### src/rtl/ts_pkg.sv
// ts_pkg: shared types and constants for the sound-chip bus scheduler.
//   state_t     - scheduler FSM states
//   entry_t     - queued CPU write {a, d}; a=1 address/control port, a=0 data port
//   CTRL_PREFIX - d[7:3] pattern marking a chip-select/FM-enable control byte
//   FM_REG_MIN  - lowest register address whose writes need FM settle time
package ts_pkg;

    typedef enum logic [1:0] {
        ST_IDLE  = 2'd0,
        ST_DRIVE = 2'd1,
        ST_HOLD  = 2'd2
    } state_t;

    localparam logic [4:0] CTRL_PREFIX = 5'b11111;
    localparam logic [7:0] FM_REG_MIN  = 8'h10;

    typedef struct packed {
        logic       a;
        logic [7:0] d;
    } entry_t;

endpackage

### src/rtl/ts_fifo.sv
// ts_fifo: synchronous write FIFO of 9-bit entries.
//   CLK, RESET   - clock, asynchronous active-high reset
//   push, wdata  - write strobe and data (ignored when full)
//   pop, rdata   - read strobe (ignored when empty); rdata shows the head entry
//   full, empty  - occupancy flags
//   count        - current number of entries (0..DEPTH)
module ts_fifo #(
    parameter  int unsigned DEPTH = 4,
    localparam int unsigned AW    = $clog2(DEPTH),
    localparam int unsigned CW    = $clog2(DEPTH) + 1
) (
    input  logic          CLK,
    input  logic          RESET,
    input  logic          push,
    input  logic [8:0]    wdata,
    input  logic          pop,
    output logic [8:0]    rdata,
    output logic          full,
    output logic          empty,
    output logic [CW-1:0] count
);

    logic [8:0]    mem [DEPTH];
    logic [AW-1:0] wr_ptr;
    logic [AW-1:0] rd_ptr;
    logic          do_push;
    logic          do_pop;

    assign full    = (count == CW'(DEPTH));
    assign empty   = (count == '0);
    assign do_push = push && !full;
    assign do_pop  = pop && !empty;
    assign rdata   = mem[rd_ptr];

    // Pointers are exactly AW bits wide, so DEPTH being a power of two
    // makes the increment wrap modulo DEPTH for free.
    always_ff @(posedge CLK or posedge RESET) begin
        if (RESET) begin
            wr_ptr <= '0;
            rd_ptr <= '0;
            count  <= '0;
        end else begin
            if (do_push)
                wr_ptr <= wr_ptr + 1'b1;
            if (do_pop)
                rd_ptr <= rd_ptr + 1'b1;
            case ({do_push, do_pop})
                2'b10:   count <= count + 1'b1;
                2'b01:   count <= count - 1'b1;
                default: count <= count;
            endcase
        end
    end

    always_ff @(posedge CLK) begin
        if (do_push)
            mem[wr_ptr] <= wdata;
    end

endmodule

### src/rtl/ts_bus_sched.sv
// ts_bus_sched: queues CPU port writes and replays them onto the sound-chip
// bus, holding off after FM register writes so the chip has time to settle.
//   CLK, RESET      - clock, asynchronous active-high reset
//   CE_CPU          - CPU clock enable; a bus cycle ends on the next CE_CPU
//   CE_YM           - YM master clock enable x2; paces the FM hold-off
//   cpu_wr, cpu_rd  - one-CLK write strobe / read request
//   cpu_a, cpu_di   - port select (1 = FFFD address, 0 = BFFD data), data
//   cpu_wait        - CPU stall request
//   BDIR, BC, DO    - bus direction, bus control and data to the sound block
module ts_bus_sched
    import ts_pkg::*;
#(
    parameter int unsigned DEPTH     = 4,
    parameter int unsigned ADDR_WAIT = 24,
    parameter int unsigned DATA_WAIT = 166
) (
    input  logic       CLK,
    input  logic       RESET,
    input  logic       CE_CPU,
    input  logic       CE_YM,
    input  logic       cpu_wr,
    input  logic       cpu_rd,
    input  logic       cpu_a,
    input  logic [7:0] cpu_di,
    output logic       cpu_wait,
    output logic       BDIR,
    output logic       BC,
    output logic [7:0] DO
);

    localparam int unsigned CW = $clog2(DEPTH) + 1;

    state_t        state;
    entry_t        head;
    entry_t        cur;
    logic          fifo_full;
    logic          fifo_empty;
    logic [CW-1:0] fifo_count;
    logic          pop;
    logic [15:0]   cnt;
    logic          ovf;
    logic          sel;
    logic          fm_ena;
    logic [7:0]    addr [2];
    logic          is_ctrl;
    logic          fm_timed;

    ts_fifo #(
        .DEPTH (DEPTH)
    ) u_fifo (
        .CLK   (CLK),
        .RESET (RESET),
        .push  (cpu_wr),
        .wdata ({cpu_a, cpu_di}),
        .pop   (pop),
        .rdata (head),
        .full  (fifo_full),
        .empty (fifo_empty),
        .count (fifo_count)
    );

    assign pop = (state == ST_IDLE) && !fifo_empty;

    assign cpu_wait = (fifo_count >= CW'(DEPTH - 1)) ||
                      (cpu_rd && (!fifo_empty || state != ST_IDLE));

    // Control bytes never reach the FM register file, so they are excluded
    // from address timing; data timing uses the chip's currently latched
    // register address, evaluated before this write updates the shadow.
    assign is_ctrl  = cur.a && (cur.d[7:3] == CTRL_PREFIX);
    assign fm_timed = fm_ena && (cur.a ? (!is_ctrl && (cur.d >= FM_REG_MIN))
                                       : (addr[sel] >= FM_REG_MIN));

    always_ff @(posedge CLK or posedge RESET) begin
        if (RESET) begin
            state   <= ST_IDLE;
            cur     <= '0;
            cnt     <= '0;
            ovf     <= 1'b0;
            sel     <= 1'b1;
            fm_ena  <= 1'b0;
            addr[0] <= '0;
            addr[1] <= '0;
            BDIR    <= 1'b0;
            BC      <= 1'b0;
            DO      <= '0;
        end else begin
            if (cpu_wr && fifo_full)
                ovf <= 1'b1;
            case (state)
                ST_IDLE: begin
                    if (pop) begin
                        cur   <= head;
                        state <= ST_DRIVE;
                        BDIR  <= 1'b1;
                        BC    <= head.a;
                        DO    <= head.d;
                    end
                end
                ST_DRIVE: begin
                    if (CE_CPU) begin
                        BDIR <= 1'b0;
                        BC   <= 1'b0;
                        DO   <= '0;
                        if (is_ctrl) begin
                            sel    <= cur.d[0];
                            fm_ena <= ~cur.d[2];
                        end else if (cur.a) begin
                            addr[sel] <= cur.d;
                        end
                        if (fm_timed) begin
                            state <= ST_HOLD;
                            cnt   <= cur.a ? 16'(ADDR_WAIT) : 16'(DATA_WAIT);
                        end else begin
                            state <= ST_IDLE;
                        end
                    end
                end
                ST_HOLD: begin
                    if (CE_YM) begin
                        cnt <= cnt - 1'b1;
                        if (cnt <= 16'd1)
                            state <= ST_IDLE;
                    end
                end
                default: begin
                    state <= ST_IDLE;
                    BDIR  <= 1'b0;
                    BC    <= 1'b0;
                    DO    <= '0;
                end
            endcase
        end
    end

endmodule

### config.mk
export PLATFORM = sky130hd
export DESIGN_NAME = ts_bus_sched
export DESIGN_NICKNAME = d
export VERILOG_FILES = /design/src/rtl/ts_pkg.sv /design/src/rtl/ts_fifo.sv /design/src/rtl/ts_bus_sched.sv
export SDC_FILE = /design/constraint.sdc
export NUM_CORES = 1
export LEC_CHECK = 0
export ABC_AREA = 1
export ABC_CLOCK_PERIOD_IN_PS = 4300
export CAP_MARGIN = 20
export CORE_UTILIZATION = 35
export DETAILED_ROUTE_END_ITERATION = 8
export PLACE_DENSITY = 0.51
export SYNTH_ARGS = -nofsm -noshare
export SYNTH_HDL_FRONTEND = slang
export SYNTH_SLANG_ARGS = --single-unit
### constraint.sdc
create_clock -name CLK -period 4.3 [get_ports CLK]
set_clock_uncertainty 0.05 [all_clocks]
set_input_delay 0.645 -clock CLK [delete_from_list [all_inputs] [get_ports CLK]]
set_output_delay 0.645 -clock CLK [all_outputs]
set_load 0.02 [all_outputs]
==> run metrics, run 1 <==
status finished, final reports clean; Fmax achieved around 350 MHz; die height about 110 um; most frequent cells in the layout 107 x nand2_1, 62 x nor2_1, 53 x o21ai_0; compound-cell area share of the yosys netlist under 10%; total of max-cap violations 0; CP Max Fanout 20; Vias per Instance 4.71; Total Neg Setup Slack 0 ps; commonest non-fill, non-tap cell in the layout nand2_1; initial antenna violation count 0; # hold bufs at CTS 0; Simple-Gate Fraction of Synth Area between 20% and 30%; Netlist Area Pre-Place ~4100 um2; Final Hold Viols 0; clock buffer count from CTS 9; CP max-delay cell clkdlybuf4s50_1; Layout Nets 495; DP HPWL 5800 um; Mapped Nets ~470; Yosys reg bits 89; clk buf depth 2; fraction of synthesized cell area in xor and xnor cells ~1.5%; Avg Cell Area, Syn about 9 um2; Placed Cells between 600 and 700; First-pass DRT Iterations 4; peak supply drop 0.440 mV; final non-filler cell total 620; H-tree depth 3; core area between 10000 and 15000 um2; Pwr Density about 720 nW/um2; crit path launch type input port; leak pwr 2.08 nW; Die X 110 um; CP endpoint kind flip-flop; gate count after technology mapping ~450; largest net degree at the start of global routing 32; final hold slack 434 ps; CTS resizes 0; clk slew on worst S/H paths 70 ps; Root Driver clkbuf_16; Critical Path AT ~3000 ps; CP dominant cell by count inv_1; post-CTS setup buffer count 0; Max Slew Vio Count 0; CTS tree built; CP required approximately 4500 ps; Ports 26; YS warnings 0; largest family of logic cells by synthesized area simple AND/OR/NAND/NOR gates; Total GRT Usage between 10% and 20%; routability congestion estimate between 0.7 and 0.8; wire per inst 13.4 um; crit-path cells clkdlybuf4s50_1, inv_1, nand2_2, nand2_1, nor3_2, buf_4, ha_1, inv_1, fa_1, a21oi_1, o21ai_0, xor2_1; worst rel slew slack between 30% and 40%; Die Area about 12000 um2; vias in the first global route around 2700; grt total ovfl 0; DR vias roughly 2900; Worst Hold Class reg2reg; residual DRC count 0; layout cells sized above 1 roughly 7.5%; Port-buffer cells 25; Layout area overhead 15.5%; Worst-Margin Slew around 900 ps; n_diodes 0; max incr delay on CP just under 500 ps; Synth Area in Adders under 10%; critical path class in2reg; mux share of post-synthesis cell area 0%; Final ANT Viol Nets 0; clock latency on the worst-skew pair between 300 and 400 ps; crit share post-route 65.8%; register-to-register path setup slack about 1800 ps; clock sink count a little under 90; RSZ-0062 raised after global routing no; Period minus WS final between 2000 and 3000 ps; count of cell types in the netlist 33; global-route wire length before repair about 14000 um; setup violators final 0; Iteration-0 DRC Markers 186; Rows 39; Initial Util between 30% and 40%; WL final around 8300 um; sequential area share after synthesis 58.7%
[cells in the mapped netlist]
cell type    n  area (um2)
nor3_1       2        10.0
inv_1       39         146
dfstp_2      1        26.3
nand3b_1     1        7.51
fa_1         1        20.0
nand4_1      2        12.5
a31o_2       1        8.76
buf_6        2        22.5
o21ai_1      2        10.0
o21ai_2      1        8.76
ha_1         7        87.6
nand2_4      1        11.3
inv_2        4        15.0
inv_4        1        6.26
nor3_2       2        20.0
edfxtp_1    36        1080
o22ai_1      9        56.3
nand2_2      3        18.8
clkbuf_1     6        22.5
and2_1       1        6.26
nand2_1    107         402
nand3_1     29         145
buf_4        1        7.51
nor4_1       1        6.26
nor2_1      62         233
o31ai_2      1        12.5
a21oi_1      6        30.0
xor2_1       2        17.5
nor2_2       2        12.5
buf_2        6        30.0
xnor2_1      5        43.8
o21ai_0     53         265
dfrtp_1     52        1300
[power by group]
group	internal [mW]	total (mW)	switching, mW
sequential	1.15	1.35	0.201
clock	0.389	0.715	0.326
combinational	0.492	1.33	0.836
total	2.03	3.40	1.36
[through the flow]
| step | cell area (um2) | worst slack [ps] | utilization [%] | power, mW |
|---|---|---|---|---|
| 3_5_place_dp | 4470 | 1110 | 39.1 | 2.71 |
| 3_3_place_gp | 4470 | 1160 | 39.1 | 2.70 |
| 5_1_grt | 4740 | 1290 | 41.5 | 3.70 |
| 4_1_cts | 4740 | 1460 | 41.5 | 3.44 |
| 2_1_floorplan | 4100 | 1960 | - | 2.33 |
| 6_report | 4740 | 1470 | 41.5 | 3.40 |
[critical path, delay by kind of cell]
family	cells	cell delay, ps
buf+inv	4	880
fa+ha+maj	2	540
simple gates	3	520
compound gates	2	250
xor+xnor	1	150
[per-layer routing]
layer  GRT usage [%]  wire, um
met1            20.8      4030
met2            23.9      3880
met3            5.29       306
met4            4.61       113
met5               0         0
[sequential cells by signal, indices dropped and copies added (netlist names)]
name / flops
state: 2
u_fifo.mem: 36
DO: 8
u_fifo.count: 3
sel: 1
u_fifo.rd_ptr: 2
cnt: 16
u_fifo.wr_ptr: 2
BC: 1
fm_ena: 1
addr: 8
cur: 8
BDIR: 1
[kinds of logic after synthesis]
kind of cell,count (synthesis)
buf+inv,59
fa+ha+maj,8
simple gates,213
flops,89
xor+xnor,7
compound gates,73
[worst paths after layout]
check	startpoint	endpoint	depth (start not counted)
hold / removal	cnt[1]	cnt[1]	2
min in group asynchronous	RESET	cnt[2]	2
setup / recovery	CE_CPU	u_fifo.count[2]	12
max in group asynchronous	RESET	DO[4]	3
setup reg to reg	state[1]	u_fifo.count[2]	13
hold reg to reg	cnt[1]	cnt[1]	2
[layout make-up]
cell class | count | area, um2
Clock inverter | 7 | 47.5
Inverter | 44 | 168
Multi-Input combinational cell | 301 | 1450
Tap cell | 143 | 179
Sequential cell | 89 | 2410
Clock buffer | 9 | 225
Timing Repair Buffer | 27 | 265
Fill cell | 1165 | 6680
Power figures use the tool's default switching activity.
==> run 2, diff against run 1 <==
--- a/config.mk
+++ b/config.mk
@@ -6,7 +6,7 @@
 export NUM_CORES = 1
 export LEC_CHECK = 0
 export ABC_AREA = 1
-export ABC_CLOCK_PERIOD_IN_PS = 4300
+export ABC_CLOCK_PERIOD_IN_PS = 2710
 export CAP_MARGIN = 20
 export CORE_UTILIZATION = 35
 export DETAILED_ROUTE_END_ITERATION = 8
==> constraint.sdc (replaced) <==
create_clock -name CLK -period 2.71 [get_ports CLK]
set_clock_uncertainty 0.05 [all_clocks]
set_input_delay 0.4065 -clock CLK [delete_from_list [all_inputs] [get_ports CLK]]
set_output_delay 0.4065 -clock CLK [all_outputs]
set_load 0.02 [all_outputs]
==> run metrics, run 2 (same netlist as run 1, synthesis figures left out) <==
Final Hold Viols 0 (unchanged); Max Slew Vio Count 0 (unchanged); Vias per Instance 4.78 (was 4.71); clk buf depth 2 (unchanged); clock latency on the worst-skew pair 340 ps (about the same); setup violators final 0 (unchanged); core area 11400 um2 (unchanged); Total Neg Setup Slack 0 ps (unchanged); grt total ovfl 0 (unchanged); Rows 39 (unchanged); residual DRC count 0 (unchanged); Iteration-0 DRC Markers 145 (was 186); depth of the worst register-to-register path 7 (was 13); wire per inst 13.7 um (was 13.4 um); clock buffer count from CTS 9 (unchanged); worst rel slew slack 57.2% (was 39.8%); reg2reg end u_fifo.count[2] (unchanged); post-CTS setup buffer count 0 (unchanged); n_diodes 0 (unchanged); Largest Register u_fifo.mem (unchanged); number of flip-flops in the largest register 36 (unchanged); Ports 26 (unchanged); layout cells sized above 1 8.26% (was 7.55%); Levels on crit path 7 (was 12); worst slack, placed 197 ps (was 1110 ps); Largest regs u_fifo.mem (36), cnt (16) (unchanged); Critical path destination u_fifo.count[2] (unchanged); crit path launch type flip-flop (was input port); routability congestion estimate 0.753 (was 0.766); largest net degree at the start of global routing 54 (was 32); Die X 110 um (unchanged); Layout area overhead 18.0% (was 15.5%); Pwr Density 1160 nW/um2 (was 717 nW/um2); vias in the first global route 3013 (was 2740); CP max-delay cell o31ai_2 (was clkdlybuf4s50_1); # hold bufs at CTS 0 (unchanged); total of max-cap violations 0 (unchanged); CP Max Fanout 8 (was 20); H-tree depth 3 (unchanged); worst setup path start u_fifo.count[0] (was CE_CPU); global-route wire length before repair 14900 um (was 14000 um); CP endpoint kind flip-flop (unchanged); final hold slack 401 ps (was 434 ps); Die Area 12200 um2 (unchanged); Top delay family on crit path compound AO/OA/AOI/OAI gates (was buffers and inverters); peak supply drop 0.524 mV (was 0.440 mV); fin worst setup slack 435 ps (was 1470 ps); Period minus WS final between 2000 and 2500 ps; initial antenna violation count 0 (unchanged); First-pass DRT Iterations 4 (unchanged); CTS resizes 0 (unchanged); max incr delay on CP 600 ps (was 490 ps); Total GRT Usage 16.2% (was 15.6%); Critical Path AT 2440 ps (was 3000 ps); DP HPWL 5830 um (was 5800 um); status finished, final reports clean (unchanged); commonest non-fill, non-tap cell in the layout nand2_1 (unchanged); Port-buffer cells 25 (unchanged); R2R Path Start u_fifo.count[0] (was state[1]); most frequent cells in the layout 107 x nand2_1, 62 x nor2_1, 53 x o21ai_0 (unchanged); clk slew on worst S/H paths 60 ps (was 70 ps); Worst-Margin Slew 638 ps (was 900 ps); register-to-register path setup slack 440 ps (was 1760 ps); Layout Nets 502 (was 495); crit share post-route 83.9%; crit-path cells o31ai_2, ha_1, inv_1, fa_1, a21oi_1, o21ai_0, xor2_1 (was clkdlybuf4s50_1, inv_1, nand2_2, nand2_1, nor3_2, buf_4, ha_1, inv_1, fa_1, a21oi_1, o21ai_0, xor2_1); leak pwr 2.14 nW (was 2.08 nW); Fmax achieved between 400 and 500 MHz; CTS tree built (unchanged); WL final 8590 um (was 8330 um); die height 110 um (unchanged); Worst Hold Class in2async (was reg2reg); Bufs and invs on worst path 1 (was 4); RSZ-0062 raised after global routing no (unchanged); clock sink count 89 (unchanged); critical path class reg2reg (was in2reg); Final ANT Viol Nets 0 (unchanged); DR vias 2999 (was 2923); CP required 2870 ps (was 4470 ps); Initial Util 35.9% (unchanged); Root Driver clkbuf_16 (unchanged); final core utilization 42.4% (was 41.5%)
[run 2: cell types whose count changed in the layout (fill, tap and decap cells not counted)]
| cell | change |
|---|---|
| buf_12 | +1 |
| buf_4 | +6 |
| bufinv_16 | +2 |
| clkbuf_1 | +1 |
| clkinv_1 | +2 |
| clkinv_2 | -1 |
| clkinv_4 | -2 |
| clkinvlp_2 | -2 |
[run 2: area by class of cell]
type | count | area (um2)
fill | 1171 | 6580
sequential | 89 | 2410
multi-input combinational | 301 | 1450
timing repair buffer | 34 | 330
clock buffer | 10 | 229
tap | 143 | 179
inverter | 44 | 168
clock inverter | 6 | 82.6
[run 2: worst reg2reg max path: cells and delay by family (launching register included)]
family | cells | cell delay (ps)
XOR/XNOR | 1 | 150
adder cells (fa/ha/maj) | 2 | 630
buffers and inverters | 1 | 70
AO/OA/AOI/OAI | 3 | 840
flip-flops | 1 | 410
[run 2: metal layers]
layer  global-route usage [%]  wire length (um)  share of wire, %  vias up
met4                     5.64               138               1.6        0
met1                     21.7              4180                49     1419
met2                     25.6              4000                47       41
met3                     4.06               269               3.1       12
li1                         -                 -                 -     1527
met5                        0                 0                 0        -
[run 2: through the flow]
step	area [um2]	cells	power, mW
2_1_floorplan	4100	449	3.70
3_3_place_gp	4530	611	4.32
4_1_cts	4840	627	5.68
6_report	4840	627	5.62
3_5_place_dp	4530	611	4.35
5_1_grt	4840	627	6.13
[run 2: worst min path at each step]
stage,from,end,cells after the start,slack [ps]
6_report,RESET,cnt[5],3,400
3_3_place_gp,cnt[1],cnt[1],2,410
5_1_grt,RESET,BDIR,3,420
3_5_place_dp,cnt[1],cnt[1],2,420
2_1_floorplan,cur[2],fm_ena,1,390
4_1_cts,RESET,cnt[2],3,400
[run 2: where the power goes]
part           leakage (nW)  switching, mW  total (mW)  internal (mW)
Clock                 0.144          0.500        1.30          0.801
Combinational         0.980           1.39        2.21          0.825
Sequential             1.01          0.274        2.10           1.83
Total                  2.14           2.16        5.62           3.45
==> run 3, diff against run 2 <==
--- a/config.mk
+++ b/config.mk
@@ -6,7 +6,7 @@
 export NUM_CORES = 1
 export LEC_CHECK = 0
 export ABC_AREA = 1
-export ABC_CLOCK_PERIOD_IN_PS = 2710
+export ABC_CLOCK_PERIOD_IN_PS = 2100
 export CAP_MARGIN = 20
 export CORE_UTILIZATION = 35
 export DETAILED_ROUTE_END_ITERATION = 8
==> constraint.sdc (replaced) <==
create_clock -name CLK -period 2.1 [get_ports CLK]
set_clock_uncertainty 0.05 [all_clocks]
set_input_delay 0.315 -clock CLK [delete_from_list [all_inputs] [get_ports CLK]]
set_output_delay 0.315 -clock CLK [all_outputs]
set_load 0.02 [all_outputs]
==> run metrics, run 3 (same netlist as run 1, synthesis figures left out) <==
failing checks DRC; Top delay family on crit path flip-flops (was compound AO/OA/AOI/OAI gates); Root Driver clkbuf_16 (unchanged); final hold slack 297 ps (was 401 ps); Largest Register u_fifo.mem (unchanged); CP endpoint kind output pin (was flip-flop); worst rel slew slack 61.5% (was 57.2%); clock sink count 89 (unchanged); status finished, violations left (was finished, final reports clean); Max Slew Vio Count 0 (unchanged); Port-buffer cells 25 (unchanged); CP required 1740 ps (was 2870 ps); vias in the first global route 2910 (was 3013); clock latency on the worst-skew pair 340 ps (about the same); CP max-delay cell dfrtp_1 (was o31ai_2); Layout Nets 513 (was 502); Bufs and invs on worst path 1 (unchanged); crit path launch type flip-flop (unchanged); Vias per Instance 4.76 (was 4.78); H-tree depth 3 (unchanged); Initial Util 35.9% (unchanged); Ports 26 (unchanged); depth of the worst register-to-register path 10 (was 7); crit share post-route roughly 94%; peak supply drop 0.604 mV (was 0.524 mV); initial antenna violation count 0 (unchanged); Largest regs u_fifo.mem (36), cnt (16) (unchanged); routability congestion estimate 0.786 (was 0.753); clk slew on worst S/H paths 60 ps (about the same); n_diodes 0 (unchanged); global-route wire length before repair 14600 um (was 14900 um); critical path class reg2out (was reg2reg); grt total ovfl 0 (unchanged); number of flip-flops in the largest register 36 (unchanged); Final Hold Viols 0 (unchanged); core area 11400 um2 (unchanged); residual DRC count 2 (was 0); Iteration-0 DRC Markers 180 (was 145); Total Neg Setup Slack 0 ps (unchanged); Period minus WS final 1980 ps; Layout area overhead 20.3% (was 18.0%); DP HPWL 6070 um (was 5830 um); CTS tree built (unchanged); WL final 8800 um (was 8590 um); CP Max Fanout 4 (was 8); RSZ-0062 raised after global routing yes (was no); DR vias 3034 (was 2999); register-to-register path setup slack 150 ps (was 440 ps); Die X 110 um (unchanged); clk buf depth 2 (unchanged); Rows 39 (unchanged); Pwr Density 1490 nW/um2 (was 1160 nW/um2); Critical Path AT 1620 ps (was 2440 ps); layout cells sized above 1 11.7% (was 8.26%); First-pass DRT Iterations 7 (was 4); total of max-cap violations 0 (unchanged); fill cell count 1158 (was 1171); most frequent cells in the layout 106 x nand2_1, 61 x nor2_1, 52 x dfrtp_1, 52 x o21ai_0, 36 x edfxtp_1 (was 107 x nand2_1, 62 x nor2_1, 53 x o21ai_0); die height 110 um (unchanged); clock buffer count from CTS 9 (unchanged); max incr delay on CP 430 ps (was 600 ps); largest net degree at the start of global routing 31 (was 54); Final ANT Viol Nets 0 (unchanged); leak pwr 2.19 nW (was 2.14 nW); setup violators final 0 (unchanged); R2R Path Start state[0] (was u_fifo.count[0]); Placed Cells 620 (was 611); Fmax achieved approximately 500 MHz; Die Area 12200 um2 (unchanged); final non-filler cell total 638 (was 627); Worst-Margin Slew 577 ps (was 638 ps); commonest non-fill, non-tap cell in the layout nand2_1 (unchanged); crit-path cells nor2_2, nand4_1, a21oi_1, o21ai_0, clkdlybuf4s15_1 (was o31ai_2, ha_1, inv_1, fa_1, a21oi_1, o21ai_0, xor2_1); wire per inst 13.8 um (was 13.7 um); Total GRT Usage 16.4% (was 16.2%); reg2reg end u_fifo.count[2] (unchanged); Worst Hold Class in2async (unchanged)
==> run 3: per-stage QoR <==
| step | util, % | setup slack, ps | instance area, um2 | power [mW] |
|---|---|---|---|---|
| after floorplan | - | 22.2 | 4130 | 4.84 |
| after global placement | 40.4 | -181 | 4610 | 5.70 |
| after detailed placement | 40.4 | -199 | 4610 | 5.76 |
| after CTS | 43.1 | 54.7 | 4920 | 7.45 |
| after global routing | 43.2 | -15.9 | 4940 | 8.03 |
| final | 43.2 | 116 | 4940 | 7.36 |
==> run 3: area by class of cell <==
class                      count  area [um2]  share of cell area [%]
sequential                    89        2410                    48.8
multi-input combinational    301        1470                    29.8
timing repair buffer          45         400                    8.11
clock buffer                  13         262                    5.30
tap                          143         179                    3.62
inverter                      44         168                    3.40
clock inverter                 3        47.5                   0.963
==> run 3: power breakdown <==
part,internal [mW],switching [mW],total (mW)
registers,2.36,0.321,2.68
clock network,1.00,0.660,1.66
logic,1.16,1.86,3.03
==> run 3: routing by layer <==
layer,up-vias,global-route usage [%],wire (um)
li1,1551,-,-
met1,1432,21.3,4200
met2,42,26.3,4170
met3,9,3.35,283
met4,0,7.89,150
met5,-,0,0
==> run 3: worst max path at each step <==
| stage | start | end | slack, ps | cells past startpoint |
|---|---|---|---|---|
| after floorplan | state[1] | u_fifo.count[2] | 20 | 13 |
| after global placement | CE_CPU | u_fifo.count[2] | -180 | 11 |
| after detailed placement | CE_CPU | u_fifo.count[2] | -200 | 11 |
| after CTS | state[1] | u_fifo.count[2] | 50 | 12 |
| after global routing | state[0] | u_fifo.count[2] | -20 | 10 |
| final | state[0] | cpu_wait | 120 | 5 |
==> run 3: tightest hold or removal path, stage by stage <==
cell and delay [ps]:
clkdlybuf4s50_1 410, inv_2 60, buf_4 290
==> run 3: repair_timing <==
item                       in CTS  in global routing
hold buffers                    0                  0
resized for setup               1                  4
hold endpoints to repair        0                  0
setup endpoints to repair       1                  2
buffers inserted                0                  2
pin swaps                       0                  2
